File: src/rtl/frogger_lane_engine.sv
// Multi-lane Frogger obstacle engine: car motion, frog/car collision with a hit-hold freeze, and level tracking.
// Optional build macro FROGGER_WRAP_COLLISION_EN makes the overlap distance wrap around the horizontal screen edge.
module frogger_lane_engine #(
    parameter int         NUM_LANES      = 4,
    parameter int         TILE_SIZE      = 32,
    parameter int         H_VISIBLE_AREA = 640,
    parameter int         LANE_Y_BASE    = 64,
    parameter logic [7:0] DIR_MASK       = 8'b0000_1010,
    parameter int         BASE_PERIOD    = 400000,
    parameter int         LEVEL_STEP     = 50000,
    parameter int         MIN_PERIOD     = 50000,
    parameter int         LANE_SKEW      = 0,
    parameter int         MAX_LEVEL      = 7,
    parameter int         HIT_HOLD       = 25000000
) (
    input  logic                    i_Clk,
    input  logic                    i_Rst_L,
    input  logic [9:0]              i_Frog_X,
    input  logic [9:0]              i_Frog_Y,
    input  logic                    i_Level_Up,
    output logic [10*NUM_LANES-1:0] o_Car_X,
    output logic                    o_Has_Collided,
    output logic [2:0]              o_Hit_Lane,
    output logic [2:0]              o_Level,
    output logic                    o_Frozen
);
    localparam logic [9:0]  X_LAST    = 10'(H_VISIBLE_AREA - 1);
    localparam logic [9:0]  TILE_W    = 10'(TILE_SIZE);
    localparam int          CAR_GAP   = H_VISIBLE_AREA / NUM_LANES;
    localparam logic [23:0] BASE_P    = 24'(BASE_PERIOD);
    localparam logic [23:0] STEP_P    = 24'(LEVEL_STEP);
    localparam logic [23:0] MIN_P     = 24'(MIN_PERIOD);
    localparam logic [23:0] SKEW_P    = 24'(LANE_SKEW);
    localparam logic [2:0]  LEVEL_TOP = 3'(MAX_LEVEL);
    localparam logic [24:0] HOLD_LOAD = 25'(HIT_HOLD - 1);
`ifdef FROGGER_WRAP_COLLISION_EN
    localparam logic [9:0]  X_SPAN    = 10'(H_VISIBLE_AREA);
`endif

    typedef enum logic {RUN, HIT} state_t;

    state_t      state, state_nxt;
    logic [9:0]  car_x [NUM_LANES];
    logic [23:0] presc [NUM_LANES];
    logic [23:0] lane_period [NUM_LANES];
    logic [24:0] hold_cnt;
    logic        any_overlap;
    logic [2:0]  hit_idx;
    logic        take_hit, level_bump, advance, resume;

    // Clamp happens before the subtraction so high levels never underflow.
    function automatic logic [23:0] clamp_period(input logic [2:0] level);
        logic [23:0] reduction;
        reduction = 24'(level) * STEP_P;
        if (reduction >= BASE_P || (BASE_P - reduction) < MIN_P)
            return MIN_P;
        return BASE_P - reduction;
    endfunction

    function automatic logic [2:0] sat_level_inc(input logic [2:0] level);
        return (level >= LEVEL_TOP) ? LEVEL_TOP : level + 3'd1;
    endfunction

    function automatic logic close_enough(input logic [9:0] a, input logic [9:0] b);
        logic [9:0] d;
        d = (a >= b) ? a - b : b - a;
`ifdef FROGGER_WRAP_COLLISION_EN
        if (d < X_SPAN && (X_SPAN - d) < d)
            d = X_SPAN - d;
`endif
        return d < TILE_W;
    endfunction

    function automatic logic [9:0] step_x(input logic [9:0] x, input logic reverse);
        if (reverse)
            return (x == 10'd0) ? X_LAST : x - 10'd1;
        return (x == X_LAST) ? 10'd0 : x + 10'd1;
    endfunction

    always_comb begin
        for (int k = 0; k < NUM_LANES; k++) begin
            lane_period[k]    = clamp_period(o_Level) + 24'(k) * SKEW_P;
            o_Car_X[10*k +: 10] = car_x[k];
        end
    end

    // Scan from the top lane down so the lowest overlapping index is the one left standing.
    always_comb begin
        any_overlap = 1'b0;
        hit_idx     = 3'd0;
        for (int k = NUM_LANES - 1; k >= 0; k--) begin
            if (i_Frog_Y == 10'(LANE_Y_BASE + k*TILE_SIZE) && close_enough(i_Frog_X, car_x[k])) begin
                any_overlap = 1'b1;
                hit_idx     = 3'(k);
            end
        end
    end

    always_ff @(posedge i_Clk or negedge i_Rst_L) begin
        if (!i_Rst_L) state <= RUN;
        else          state <= state_nxt;
    end

    always_comb begin
        state_nxt  = state;
        take_hit   = 1'b0;
        level_bump = 1'b0;
        advance    = 1'b0;
        resume     = 1'b0;
        case (state)
            RUN: begin
                if (any_overlap) begin
                    state_nxt = HIT;
                    take_hit  = 1'b1;
                end else if (i_Level_Up) begin
                    level_bump = 1'b1;
                end else begin
                    advance = 1'b1;
                end
            end
            HIT: begin
                if (hold_cnt == 25'd0) begin
                    state_nxt = RUN;
                    resume    = 1'b1;
                end
            end
            default: state_nxt = RUN;
        endcase
    end

    assign o_Frozen = (state == HIT);

    always_ff @(posedge i_Clk or negedge i_Rst_L) begin
        if (!i_Rst_L) begin
            for (int k = 0; k < NUM_LANES; k++) begin
                car_x[k] <= 10'(k*CAR_GAP);
                presc[k] <= 24'd0;
            end
            hold_cnt       <= 25'd0;
            o_Has_Collided <= 1'b0;
            o_Hit_Lane     <= 3'd0;
            o_Level        <= 3'd0;
        end else begin
            o_Has_Collided <= take_hit;
            if (take_hit) begin
                o_Hit_Lane <= hit_idx;
                hold_cnt   <= HOLD_LOAD;
            end else if (state == HIT && hold_cnt != 25'd0) begin
                hold_cnt <= hold_cnt - 25'd1;
            end

            if (level_bump) begin
                o_Level <= sat_level_inc(o_Level);
                for (int k = 0; k < NUM_LANES; k++) begin
                    car_x[k] <= 10'(k*CAR_GAP);
                    presc[k] <= 24'd0;
                end
            end else if (resume) begin
                for (int k = 0; k < NUM_LANES; k++)
                    presc[k] <= 24'd0;
            end else if (advance) begin
                for (int k = 0; k < NUM_LANES; k++) begin
                    if (presc[k] >= lane_period[k] - 24'd1) begin
                        presc[k] <= 24'd0;
                        car_x[k] <= step_x(car_x[k], DIR_MASK[k]);
                    end else begin
                        presc[k] <= presc[k] + 24'd1;
                    end
                end
            end
        end
    end
endmodule

File: config.mk
export PLATFORM = sky130hd
export DESIGN_NAME = frogger_lane_engine
export DESIGN_NICKNAME = d
export VERILOG_FILES = /design/src/rtl/frogger_lane_engine.sv
export SDC_FILE = /design/constraint.sdc
export NUM_CORES = 1
export LEC_CHECK = 0
export ABC_AREA = 1
export CAP_MARGIN = 20
export CORE_MARGIN = 5
export CORE_UTILIZATION = 63
export DETAILED_ROUTE_END_ITERATION = 10
export HOLD_SLACK_MARGIN = 0.08
export PLACE_DENSITY = 0.82
export RECOVER_POWER = 25
export SLEW_MARGIN = 0
export SYNTH_ARGS = -nofsm -noshare
export SYNTH_HDL_FRONTEND = slang
export SYNTH_SLANG_ARGS = --single-unit
File: constraint.sdc
create_clock -name i_Clk -period 6.68 [get_ports i_Clk]
set_input_delay 1.336 -clock i_Clk [delete_from_list [all_inputs] [get_ports i_Clk]]
set_output_delay 1.336 -clock i_Clk [all_outputs]
set_load 0.02 [all_outputs]
-- Yosys cells after proc, flatten, opt, wreduce, memory -nomap -nowiden
Cells that the tools add are included.
- register bits after elaboration: 169
- output and inout port bits: 48
- add/subtract/negate cells: 22
- multiply operators: 1
- order comparisons: 15
- equal/unequal tests: 9
- multiplexer cells: 60
- bitwise operators: 1
- reduce and logical (&&, ||, !) cells: 21
- operators with widths (operator ; count):
    two-way mux 96 bit ; 3
    two-way mux 10 bit ; 16
    two-way mux 24 bit ; 6
    two-way mux 40 bit ; 3
    adder 24 x 1 -> 24 bit (second input constant) ; 4
    greater-or-equal comparator 24 bit ; 4
    subtractor 10 bit ; 8
    two-way mux 25 bit ; 2
    adder 10 x 1 -> 10 bit (second input constant) ; 4
    equality test 10 bit (second input constant) ; 4
    greater-or-equal comparator 10 bit ; 4
    less-than comparator 10 x 6 -> 1 bit (second input constant) ; 4
    zero test 25 bit ; 1
    nonzero test 25 bit ; 1
    subtractor 25 x 1 -> 25 bit (second input constant) ; 1
    less-than comparator 24 x 16 -> 1 bit (second input constant) ; 1
    two-way mux 1 bit ; 24
    subtractor 24 x 1 -> 24 bit (second input constant) ; 1
    equality test 10 x 7 -> 1 bit (second input constant) ; 2
    equality test 10 x 8 -> 1 bit (second input constant) ; 2
    zero test 10 bit ; 2
    subtractor 10 x 1 -> 10 bit (second input constant) ; 2
    subtractor 19 x 19 -> 20 bit (first input constant) ; 1
    greater-or-equal comparator 19 bit (second input constant) ; 1
    other kinds (13) ; 28

-- Depth between registers and ports, before layout
Gate-level depths: netlist of the first run.
- depth after elaboration: 18
- depth in mapped cells: 44

-- Worst setup path after synthesis of the first run
OpenSTA, ideal clock, no wires.
- kind: register -> register
- from: register o_Level[0]
- to: register presc[32] (netlist name)
- arrival: 5.378 ns
- data required time: 6.557 ns
- path slack: 1.178 ns
- cell stages (with the launch flop): 42
- buffers on the path: 2
- period minus slack after synthesis: 5.502 ns
- cell sequence: dfrtp_1 -> clkinv_1 -> ha_1 -> buf_4 -> inv_2 -> nand2_1 -> nand3_2 -> nand2_1 -> nand2_1 -> nand2_1 -> nand2_1 -> nand3_2 -> nand2_1 -> nand2_1 -> nand2_1 -> nand2_1 -> nor2_1 -> nand2_2 -> [6 not listed] -> nand4_1 -> nor2_1 -> nand2_1 -> o21bai_1 -> nand2_1 -> ha_1 -> nand4_1 -> nor2_1 -> nand2_1 -> nand3_1 -> nand3_1 -> a21oi_1 -> nor2_1 -> nor2_1 -> inv_2 -> nand4_2 -> buf_2 -> o21ai_1
- cells in the longest elaborated chain, start to end: 12
- elaborated cells between the ends (all ways): 13
- ends and longest elaborated chain (element ; RTL line ; RTL):
    from (decl) ; 24 ; output logic [2:0] o_Level,
    from (signal assigned) ; 153 ; o_Level <= sat_level_inc(o_Level);
    multiplier 3 x 12 -> 15 bit * ; 54 ; reduction = 24'(level) * STEP_P;
    subtractor 19 x 19 -> 20 bit ; 55, 57 ;
    less-than comparator 24 x 16 -> 1 bit ; 55 ; if (reduction >= BASE_P || (BASE_P - reduction) < MIN_P)
    logical OR 1 bit ; 55 ;
    two-way mux 1 bit ; 55 ;
    two-way mux 24 bit * ; 57 ; return BASE_P - reduction;
    subtractor 24 x 1 -> 24 bit * ; 163 ; if (presc[k] >= lane_period[k] - 24'd1) begin
    greater-or-equal comparator 24 bit * ; 163 ;
    two-way mux 24 bit * ; 163 ;
    two-way mux 96 bit * ; 161 ; end else if (advance) begin
    two-way mux 96 bit * ; 158 ; end else if (resume) begin
    two-way mux 96 bit * ; 152 ; if (level_bump) begin
    to (signal, indexed assignment) ; 167 ; presc[k] <= presc[k] + 24'd1;
    to (decl) ; 44 ; logic [23:0] presc [NUM_LANES];
Every way passes the cells marked *; elsewhere a longest branch is shown, timed or not. The select of a mux whose other input is x is not followed.
A chain may end at the register's enable or synchronous reset.

-- Worst setup path after layout of the first run
- from: register o_Level[1]
- to: register presc[51] (netlist name)
Same word-level chain as after synthesis.

==> results of run 1 <==
## kinds of logic (layout without fill, tap and decap cells)
| kind of cell | Yosys count | count (layout) |
|---|---|---|
| muxes | 1 | 1 |
| and+or+nand+nor | 1224 | 1224 |
| xor gates and xnor gates | 133 | 133 |
| buffers and inverters | 361 | 437 |
| adders and majority gates | 167 | 167 |
| AOI/OAI and AO/OA | 343 | 343 |
| other | 1 | 1 |
| DFF | 168 | 168 |
## critical path, delay by kind of cell, from the launching register on
family / cells / cell delay, ns
xor gates and xnor gates: 1 / 0.38
DFF: 1 / 0.46
buffers and inverters: 6 / 0.58
adders and majority gates: 4 / 1.18
and+or+nand+nor: 26 / 2.87
AOI/OAI and AO/OA: 4 / 0.46
## layout make-up
cell class | instances | area [sq um]
multi-input combinational | 1869 | 10510
sequential | 168 | 4217
tap | 330 | 412.9
timing repair buffer | 88 | 873.3
clock buffer | 18 | 439.2
inverter | 317 | 1195
fill | 2124 | 7386
clock inverter | 14 | 148.9
## final timing paths
| check | endpoint | from | cells after the start |
|---|---|---|---|
| max | presc[51] | o_Level[1] | 41 |
| min | presc[46] | presc[46] | 2 |
| max reg2reg | presc[51] | o_Level[1] | 41 |
| min reg2reg | presc[46] | presc[46] | 2 |
| max in group asynchronous | o_Car_X[12] | i_Rst_L | 2 |
| min in group asynchronous | presc[24] | i_Rst_L | 1 |
## per-stage QoR
stage          instances  utilization  hold WS [ns]  area, sq um
2_1_floorplan       2398            -        0.4496        16140
3_3_place_gp        2770       0.6811        0.4691        17150
3_5_place_dp        2770       0.6811        0.4714        17150
4_1_cts             2802       0.7045        0.4896        17740
5_1_grt             2804       0.7067        0.5059        17800
6_report            2804       0.7067        0.4884        17800
## cell usage in the layout (no fill, tap or decap), types with 4 or more instances in the layout
cell,synthesis,routed
nand4_1,71,71
buf_4,8,14
nand2_2,5,6
o21bai_1,14,14
xor2_1,104,104
and3_1,4,4
inv_1,300,300
nor4_1,20,20
inv_8,0,4
o21ai_1,70,70
nand3b_1,10,10
nor2_1,223,222
or2_2,6,6
nand2_1,675,674
a21oi_1,100,100
o22ai_1,6,6
buf_12,0,4
o2111ai_1,4,4
dfrtp_1,160,158
ha_1,167,167
nand3_2,9,9
clkdlybuf4s50_1,0,68
nand4_2,5,4
dfstp_2,8,8
nor3_1,52,52
clkbuf_16,0,17
o21ai_0,120,120
inv_2,14,13
xnor2_1,29,29
nand3_1,133,133
a31oi_1,5,4
inv_6,0,7
## sequential cells by signal, summed over array words and instances, names as in the netlist
register,cells
presc,96
o_Hit_Lane,2
o_Car_X,40
o_Frozen,1
o_Level,3
o_Has_Collided,1
hold_cnt,25
## repair_timing
item | in CTS | in global routing
buffers inserted | 0 | 2
gates resized for setup | 0 | 10
setup endpoints to repair | 0 | 107
## power breakdown
part | switching [W] | internal, W
Combinational | 0.000160 | 0.0000755
Clock | 0.000492 | 0.000543
Sequential | 0.000000000655 | 0.00102
## routing by layer
layer | wire length, um | GRT usage | vias to the layer above
met5 | 0 | 0 | -
li1 | - | - | 7966
met4 | 1832 | 0.1208 | 0
met2 | 21220 | 0.5234 | 683
met1 | 19380 | 0.4098 | 7458
met3 | 3050 | 0.03786 | 129
==> reports/metrics.yaml, run 1 <==
insertedDiodeCount: 0
rows: 58
tightest_slew_ns: 3.887
h-tree-depth: 4
avgSynthCellArea_sq_um: 6.729
min_period_ns: 6.050
start_util: 0.6408
core_area_sq_um: 25180
drive_above_1_share: 0.04729
ir_drop_uv: 127.1
ys_warn_count: 0
muxShareOfSynthArea: 0.0006203
dpl.hpwl_um: 34370
ctsHoldBuffers: 0
grt_max_degree: 78
clock_latency_ns: 0.44
yosys.area_share.simple: 0.3299
r2r_setup_slack_ns: 0.63
synth_area_leaders: "dfrtp_1, nand2_1, ha_1"
synthArstFlopShare: 1.000
synth-seq-cells: 168
setup_viol: 0
route.detailed.drc: 0
cp_common_cell: "nand2_1"
fmax_ghz: 0.1653
cp_max_fo: 15
synth_common_cells: "nand2_1, inv_1, nor2_1, ha_1, dfrtp_1"
crit_required_ns: 7.03
areaGrowthSynthToFinish_pct: 10.29
cts_root_buf: "clkbuf_16"
vias: 16240
tns_ns: 0
cts_num_sinks: 168
cpMaxStageDelayCell: "dfrtp_2"
synth_top_family_by_area: "simple AND/OR/NAND/NOR gates"
synth_edf_count: 0
grt_overflow_total: 0
synthAdderAreaFrac: 0.1295
nNetsFinal: 2651
place_ws_ns: 0.4133
worstSetupEndpointType: "flip-flop"
wire_per_inst_um: 16.22
maxCapViolations: 1
fin_crit_sh: 0.9057
fp.dieH_um: 170.0
maxSlewViolCount: 74
firstDrtPassIters: 9
violations: "capacitance limit, slew limit"
netlist_area_sq_um: 16140
synth_top_area_cell: "dfrtp_1"
ys_seq_area_frac: 0.2612
drt-initial-drc-count: 1414
rsz0062_at_grt: "false"
io_pins: 71
start_kind: "flip-flop"
syn_inst: 2398
synthDistinctLibCells: 59
hold_violations: 0
routed_wl_um: 45480
max_stage_delay_ns: 0.46
syn_nets: 2588
grt_usage: 0.3106
p_leak_nw: 8.636
ant_nets: 0
grt_antenna_before_repair: 0
synth_compound_area_frac: 0.1167
cts_tree: "yes"
slew_headroom: -1.592
netlist.area_leader.share: 0.2481
synth_ff_type: "dfrtp_1"
dieWidth_um: 170.0
p_total_w: 0.002287
synth_xor_area_frac: 0.07219
clk_path_buf_depth: 2
hp-class: "reg -> reg"
path_class: "reg -> reg"
clkSlewWorstSetupHoldPaths_ns: 0.08
p_per_area_nw_per_um2: 128.5
yosysMostFrequentCell: "nand2_1"
setup_slack_ns: 0.6302
fin_skew_ns: 0.02223
gp_congestion: 1.005
die_area_sq_um: 28910
grt_pass1_wl_um: 73940
numPortBuffers: 69
grt_pass1_vias: 15190
status: "finished, violations left"
avgViaCountPerCell: 5.790
cts_buffers: 17
arrival_ns: 6.40
No activity file was read; power rests on OpenSTA's default activity.
==> run 2, diff against run 1 <==
--- a/config.mk
+++ b/config.mk
@@ -10,7 +10,9 @@
 export CORE_MARGIN = 5
 export CORE_UTILIZATION = 63
 export DETAILED_ROUTE_END_ITERATION = 10
+export GPL_ROUTABILITY_DRIVEN = 0
 export HOLD_SLACK_MARGIN = 0.08
+export MAX_ROUTING_LAYER = met4
 export PLACE_DENSITY = 0.82
 export RECOVER_POWER = 25
 export SLEW_MARGIN = 0
==> constraint.sdc (replaced) <==
create_clock -name i_Clk -period 6.68 [get_ports i_Clk]
set_input_delay 1.336 -clock i_Clk [delete_from_list [all_inputs] [get_ports i_Clk]]
set_output_delay 1.336 -clock i_Clk [all_outputs]
set_load 0.1 [all_outputs]
==> reports/metrics.yaml, run 2 (synthesis results as in run 1) <==
path_delay_family: "simple AND/OR/NAND/NOR gates"
wire_per_inst_um: 15.99  # -1.4%
hold_violations: 0  # unchanged
status: "finished, violations left"
io_pins: 71  # unchanged
cp_common_cell: "nand2_1"
grt_max_degree: 107  # +37%
most-common-layout-cells: "nand2_1, inv_1, nor2_1"
largest_reg_flops: 96  # unchanged
maxCapViolations: 2  # +1
path_buf_inv: 5  # -1
max_stage_delay_ns: 0.54  # +0.08 ns
fmax_ghz: 0.1617  # -2.2%
setup_viol: 0  # unchanged
firstDrtPassIters: 6  # -3
final_util: 0.7050  # -0.001690
grt_antenna_before_repair: 0  # unchanged
clock_latency_ns: 0.44  # about the same
tightest_slew_ns: 3.041  # -0.8468 ns
wl_met3_um: 3062  # +0.39%
grt_pass1_wl_um: 73640  # -0.41%
ant_nets: 0  # unchanged
areaGrowthSynthToFinish_pct: 10.03
p_leak_nw: 8.614  # -0.26%
stdcell_count: 2803  # -0.036%
insertedDiodeCount: 0  # unchanged
cts_num_sinks: 168  # unchanged
avgViaCountPerCell: 5.841  # +0.87%
fin_crit_sh: 0.9260  # +0.02038
reg2regPathDepth: 38  # -7.3%
fillers: 2108  # -0.75%
placed_cells: 2768  # -0.072%
cpMaxStageDelayCell: "dfrtp_2"
routed_wl_um: 44820  # -1.5%
hp-class: "reg -> reg"
clkSlewWorstSetupHoldPaths_ns: 0.08  # about the same
grt_overflow_total: 0  # unchanged
route.detailed.drc: 0  # unchanged
regMostFlops: "presc"
fin_skew_ns: 0.01560  # -0.006622 ns
drt-initial-drc-count: 1516  # +7.2%
dieWidth_um: 170.0  # unchanged
path_class: "reg -> reg"
power.switching_w: 0.0006330  # -2.9%
violations: "capacitance limit, slew limit"
die_area_sq_um: 28910  # unchanged
rows: 58  # unchanged
drive_above_1_share: 0.04852  # +0.001232
tns_ns: 0  # unchanged
placed_cell_area_sq_um: 17120  # -0.16%
wl_met1_um: 18860  # -2.7%
crit_cells: 38  # -7.3%
arrival_ns: 6.49  # +0.09 ns
p_total_w: 0.002238  # -2.1%
start_util: 0.6408  # unchanged
cts_root_buf: "clkbuf_16"
cts_tree: "yes"
fp.dieH_um: 170.0  # unchanged
min_period_ns: 6.186  # +0.1362 ns
vias: 16370  # +0.84%
top_layer: "met4"
core_area_sq_um: 25180  # unchanged
ir_drop_uv: 106.4  # -16%
dpl.hpwl_um: 33980  # -1.1%
route.met2.wl_um: 20810  # -1.9%
whs_path_depth: 2  # unchanged
h-tree-depth: 4  # unchanged
pwr-share-clk: 0.440  # -0.013
cts_buffers: 17  # unchanged
start_kind: "flip-flop"
p_sw_frac: 0.2828  # -0.002231
final_common_cell: "nand2_1"
nNetsFinal: 2650  # -0.038%
stdcell_area_sq_um: 17750  # -0.24%
numPortBuffers: 69  # unchanged
p_per_area_nw_per_um2: 126.1  # -1.9%
p_int_w: 0.001605  # -1.8%
pwr-share-seq: 0.454  # +0.010
grt_pass1_vias: 15350  # +1.0%
grt_usage: 0.3170  # +0.006412
slew_headroom: -1.027  # +0.5646
clk_path_buf_depth: 2  # unchanged
pwr-share-comb: 0.106  # +0.003
cp_max_fo: 20  # +5
maxSlewViolCount: 118  # +59%
worstSetupEndpointType: "flip-flop"
crit_required_ns: 6.98  # -0.05 ns
-- run 2: cell types whose count changed in the layout (fill, tap and decap cells not counted), sizes merged --
| cell | previous run | this run |
|---|---|---|
| inv | 326 | 324 |
| clkbuf | 20 | 22 |
| bufinv | 1 | 0 |
| buf | 18 | 16 |
| clkinvlp | 1 | 2 |
| clkinv | 3 | 4 |
-- run 2: cell type report --
type                            instances  area (sq um)  area share
Multi-Input combinational cell       1869         10510      0.5919
Sequential cell                       168          4218      0.2376
Inverter                              317          1199     0.06752
Timing Repair Buffer                   87         839.6     0.04729
Clock buffer                           19         452.9     0.02551
Tap cell                              330         412.9     0.02326
Clock inverter                         13         123.9    0.006977
-- run 2: metrics by stage --
stage               hold slack, ns  setup WS (ns)
finish                      0.4850         0.4940
detailed placement          0.4729         0.3128
global placement            0.4636         0.6465
global route                0.5106      -0.009893
floorplan                   0.4496         0.4819
CTS                         0.4913         0.2499
-- run 2: worst paths after layout --
kind,slack [ns],from,end
max reg2reg,0.49,o_Level[2],o_Car_X[5]
min,0.48,o_Hit_Lane[0],o_Hit_Lane[0]
max in group asynchronous,2.01,i_Rst_L,hold_cnt[0]
max,0.49,o_Level[2],o_Car_X[5]
min reg2reg,0.48,o_Hit_Lane[0],o_Hit_Lane[0]
min in group asynchronous,1.87,i_Rst_L,presc[25]
-- run 2: per-layer routing --
layer  GRT usage  vias up
li1            -     7973
met1      0.4001     7557
met2      0.5161      690
met3     0.03926      152
met4      0.1351        0
met5           -        -
-- run 2: power by group through the flow --
stage	Combinational (W)	Sequential, W	Clock [W]
finish	0.000237	0.00102	0.000985
global route	0.000264	0.00102	0.00105
CTS	0.000233	0.00102	0.000993
detailed placement	0.000232	0.00104	0
global placement	0.000227	0.00104	0
floorplan	0.000151	0.00104	0
-- run 2: timing repair --
action,in CTS,in global routing
hold buffers,0,0
endpoints found under the setup margin,0,123
setup buffers,0,3
resized for setup,0,11
-- run 2: tightest hold or removal path: stages, from the launching register on --
cell and delay (ns):
dfrtp_1 0.35, nand2_1 0.05, nand2_1 0.05
==> run 3, diff against run 2 <==
--- a/config.mk
+++ b/config.mk
@@ -8,12 +8,11 @@
 export ABC_AREA = 1
 export CAP_MARGIN = 20
 export CORE_MARGIN = 5
-export CORE_UTILIZATION = 63
+export CORE_UTILIZATION = 44
 export DETAILED_ROUTE_END_ITERATION = 10
 export GPL_ROUTABILITY_DRIVEN = 0
 export HOLD_SLACK_MARGIN = 0.08
 export MAX_ROUTING_LAYER = met4
-export PLACE_DENSITY = 0.82
 export RECOVER_POWER = 25
 export SLEW_MARGIN = 0
 export SYNTH_ARGS = -nofsm -noshare
==> constraint.sdc (replaced) <==
create_clock -name i_Clk -period 6.7 [get_ports i_Clk]
set_input_delay 1.34 -clock i_Clk [delete_from_list [all_inputs] [get_ports i_Clk]]
set_output_delay 1.34 -clock i_Clk [all_outputs]
set_load 0.1 [all_outputs]
==> reports/metrics.yaml, run 3 (synthesis results as in run 1) <==
min_period_ns: 6.107  # -0.07930 ns
fin_crit_sh: 0.9114  # -0.01460
status: "finished, violations left"
hold_violations: 0  # unchanged
reg2regPathDepth: 37  # -2.6%
p_per_area_nw_per_um2: 129.5  # +2.7%
tightest_slew_ns: 3.662  # +0.6212 ns
areaGrowthSynthToFinish_pct: 11.66
p_int_w: 0.001699  # +5.8%
dieWidth_um: 201.5  # +19%
numPortBuffers: 69  # unchanged
critPathCapture: "o_Car_X[4]"
power.switching_w: 0.0006355  # +0.40%
core_area_sq_um: 36430  # +45%
slew_headroom: -1.441  # -0.4141
fin_hold_ws_ns: 0.4837  # -0.001302 ns
routed_wl_um: 46150  # +3.0%
cpMaxStageDelayCell: "dfrtp_2"
cp_max_fo: 20  # unchanged
start_util: 0.4429  # -0.1979
max_stage_delay_ns: 0.53  # about the same
critPathLaunch: "o_Level[2]"
final_util: 0.4945  # -0.2105
grt_overflow_total: 0  # unchanged
rows: 70  # +21%
placed_cell_area_sq_um: 17310  # +1.1%
clkSlewWorstSetupHoldPaths_ns: 0.07  # about the same
drt-initial-drc-count: 1283  # -15%
die_area_sq_um: 40600  # +40%
dpl.hpwl_um: 35440  # +4.3%
final_common_cell: "nand2_1"
path_buf_inv: 5  # unchanged
cp_common_cell: "nand2_1"
r2r_setup_slack_ns: 0.59  # +0.10 ns
cts_num_sinks: 168  # unchanged
h-tree-depth: 4  # unchanged
worstSetupEndpointType: "flip-flop"
fp.dieH_um: 201.5  # +19%
whs_path_depth: 2  # unchanged
stdcell_area_sq_um: 18020  # +1.5%
fmax_ghz: 0.1638  # +1.3%
start_kind: "flip-flop"
pwr-share-comb: 0.103  # -0.003
fillers: 3683  # +75%
seq_area_sq_um: 4218  # unchanged
multi_input_area_sq_um: 10520  # +0.12%
fin_skew_ns: 0.01420  # -0.001399 ns
insertedDiodeCount: 0  # unchanged
ant_nets: 0  # unchanged
wire_per_inst_um: 15.70  # -1.8%
nNetsFinal: 2649  # -0.038%
hp-class: "reg -> reg"
firstDrtPassIters: 5  # -1
avgViaCountPerCell: 5.350  # -8.4%
rr_endpoint: "o_Car_X[4]"
p_sw_frac: 0.2723  # -0.01052
route.detailed.drc: 0  # unchanged
maxCapViolations: 2  # unchanged
cts_tree: "yes"
arrival_ns: 6.44  # -0.05 ns
pwr-share-seq: 0.434  # -0.020
path_class: "reg -> reg"
ctsHoldBuffers: 0  # unchanged
cts_buffers: 17  # unchanged
clock_latency_ns: 0.45  # about the same
grt_antenna_before_repair: 0  # unchanged
vias: 15730  # -3.9%
most-common-layout-cells: "nand2_1, inv_1, nor2_1"
grt_pass1_vias: 14740  # -4.0%
regToRegStartpoint: "o_Level[2]"
grt_pass1_wl_um: 75810  # +3.0%
drive_above_1_share: 0.04612  # -0.002408
grt_max_degree: 79  # -26%
pwr-share-clk: 0.463  # +0.023
crit_cells: 37  # -2.6%
ir_drop_uv: 175.9  # +65%
clk_path_buf_depth: 2  # unchanged
largest_reg_flops: 96  # unchanged
grt_usage: 0.2326  # -0.08441
violations: "capacitance limit, slew limit"
cts_root_buf: "clkbuf_16"
crit_required_ns: 7.03  # +0.05 ns
p_leak_nw: 8.650  # +0.42%
path_delay_family: "simple AND/OR/NAND/NOR gates"
io_pins: 71  # unchanged
setup_viol: 0  # unchanged
maxSlewViolCount: 96  # -19%
regMostFlops: "presc"
[run 3: layout make-up]
class / instances / share of cell area
Multi-Input combinational cell: 1869 / 0.5839
Inverter: 317 / 0.06618
Tap cell: 468 / 0.03250
Clock inverter: 13 / 0.01021
Sequential cell: 168 / 0.2341
Clock buffer: 19 / 0.02458
Timing Repair Buffer: 86 / 0.04854
[run 3: power groups by stage]
stage	clock network [W]	registers [W]	logic [W]
detailed placement	0	0.00103	0.000236
global route	0.00115	0.00101	0.000270
finish	0.00108	0.00101	0.000239
global placement	0	0.00103	0.000234
floorplan	0	0.00103	0.000151
CTS	0.00111	0.00101	0.000237
[run 3: timing repair]
item                       4_1_cts  5_1_grt
setup endpoints to repair        0      116
buffers inserted                 0        1
gates resized for setup          0       10
[run 3: worst min-delay path: stages (launching register included)]
cell     delay (ns)
dfrtp_1        0.35
nand2_1        0.05
nand2_1        0.05
[run 3: stage by stage]
step	instances	TNS, ns	setup slack [ns]	total power [W]
floorplan	2398	0	0.5019	0.001184
global placement	2906	0	0.6132	0.001267
detailed placement	2906	0	0.3218	0.001269
CTS	2938	0	0.3016	0.002357
global route	2940	-0.01039	-0.006294	0.002430
finish	2940	0	0.5933	0.002334
[run 3: worst min-delay path by stage]
stage | slack (ns) | startpoint | end
floorplan | 0.45 | presc[46] | presc[46]
global placement | 0.47 | presc[46] | presc[46]
detailed placement | 0.48 | presc[46] | presc[46]
CTS | 0.49 | presc[46] | presc[46]
global route | 0.51 | presc[93] | presc[93]
finish | 0.48 | presc[46] | presc[46]
[run 3: routing by layer]
layer | part of all wire | wire length [um] | vias to the layer above | GRT usage
li1 | - | - | 7952 | -
met1 | 0.47 | 21580 | 7293 | 0.3105
met2 | 0.45 | 20930 | 417 | 0.3713
met3 | 0.051 | 2360 | 68 | 0.02740
met4 | 0.028 | 1277 | 0 | 0.07422
met5 | 0 | 0 | - | -
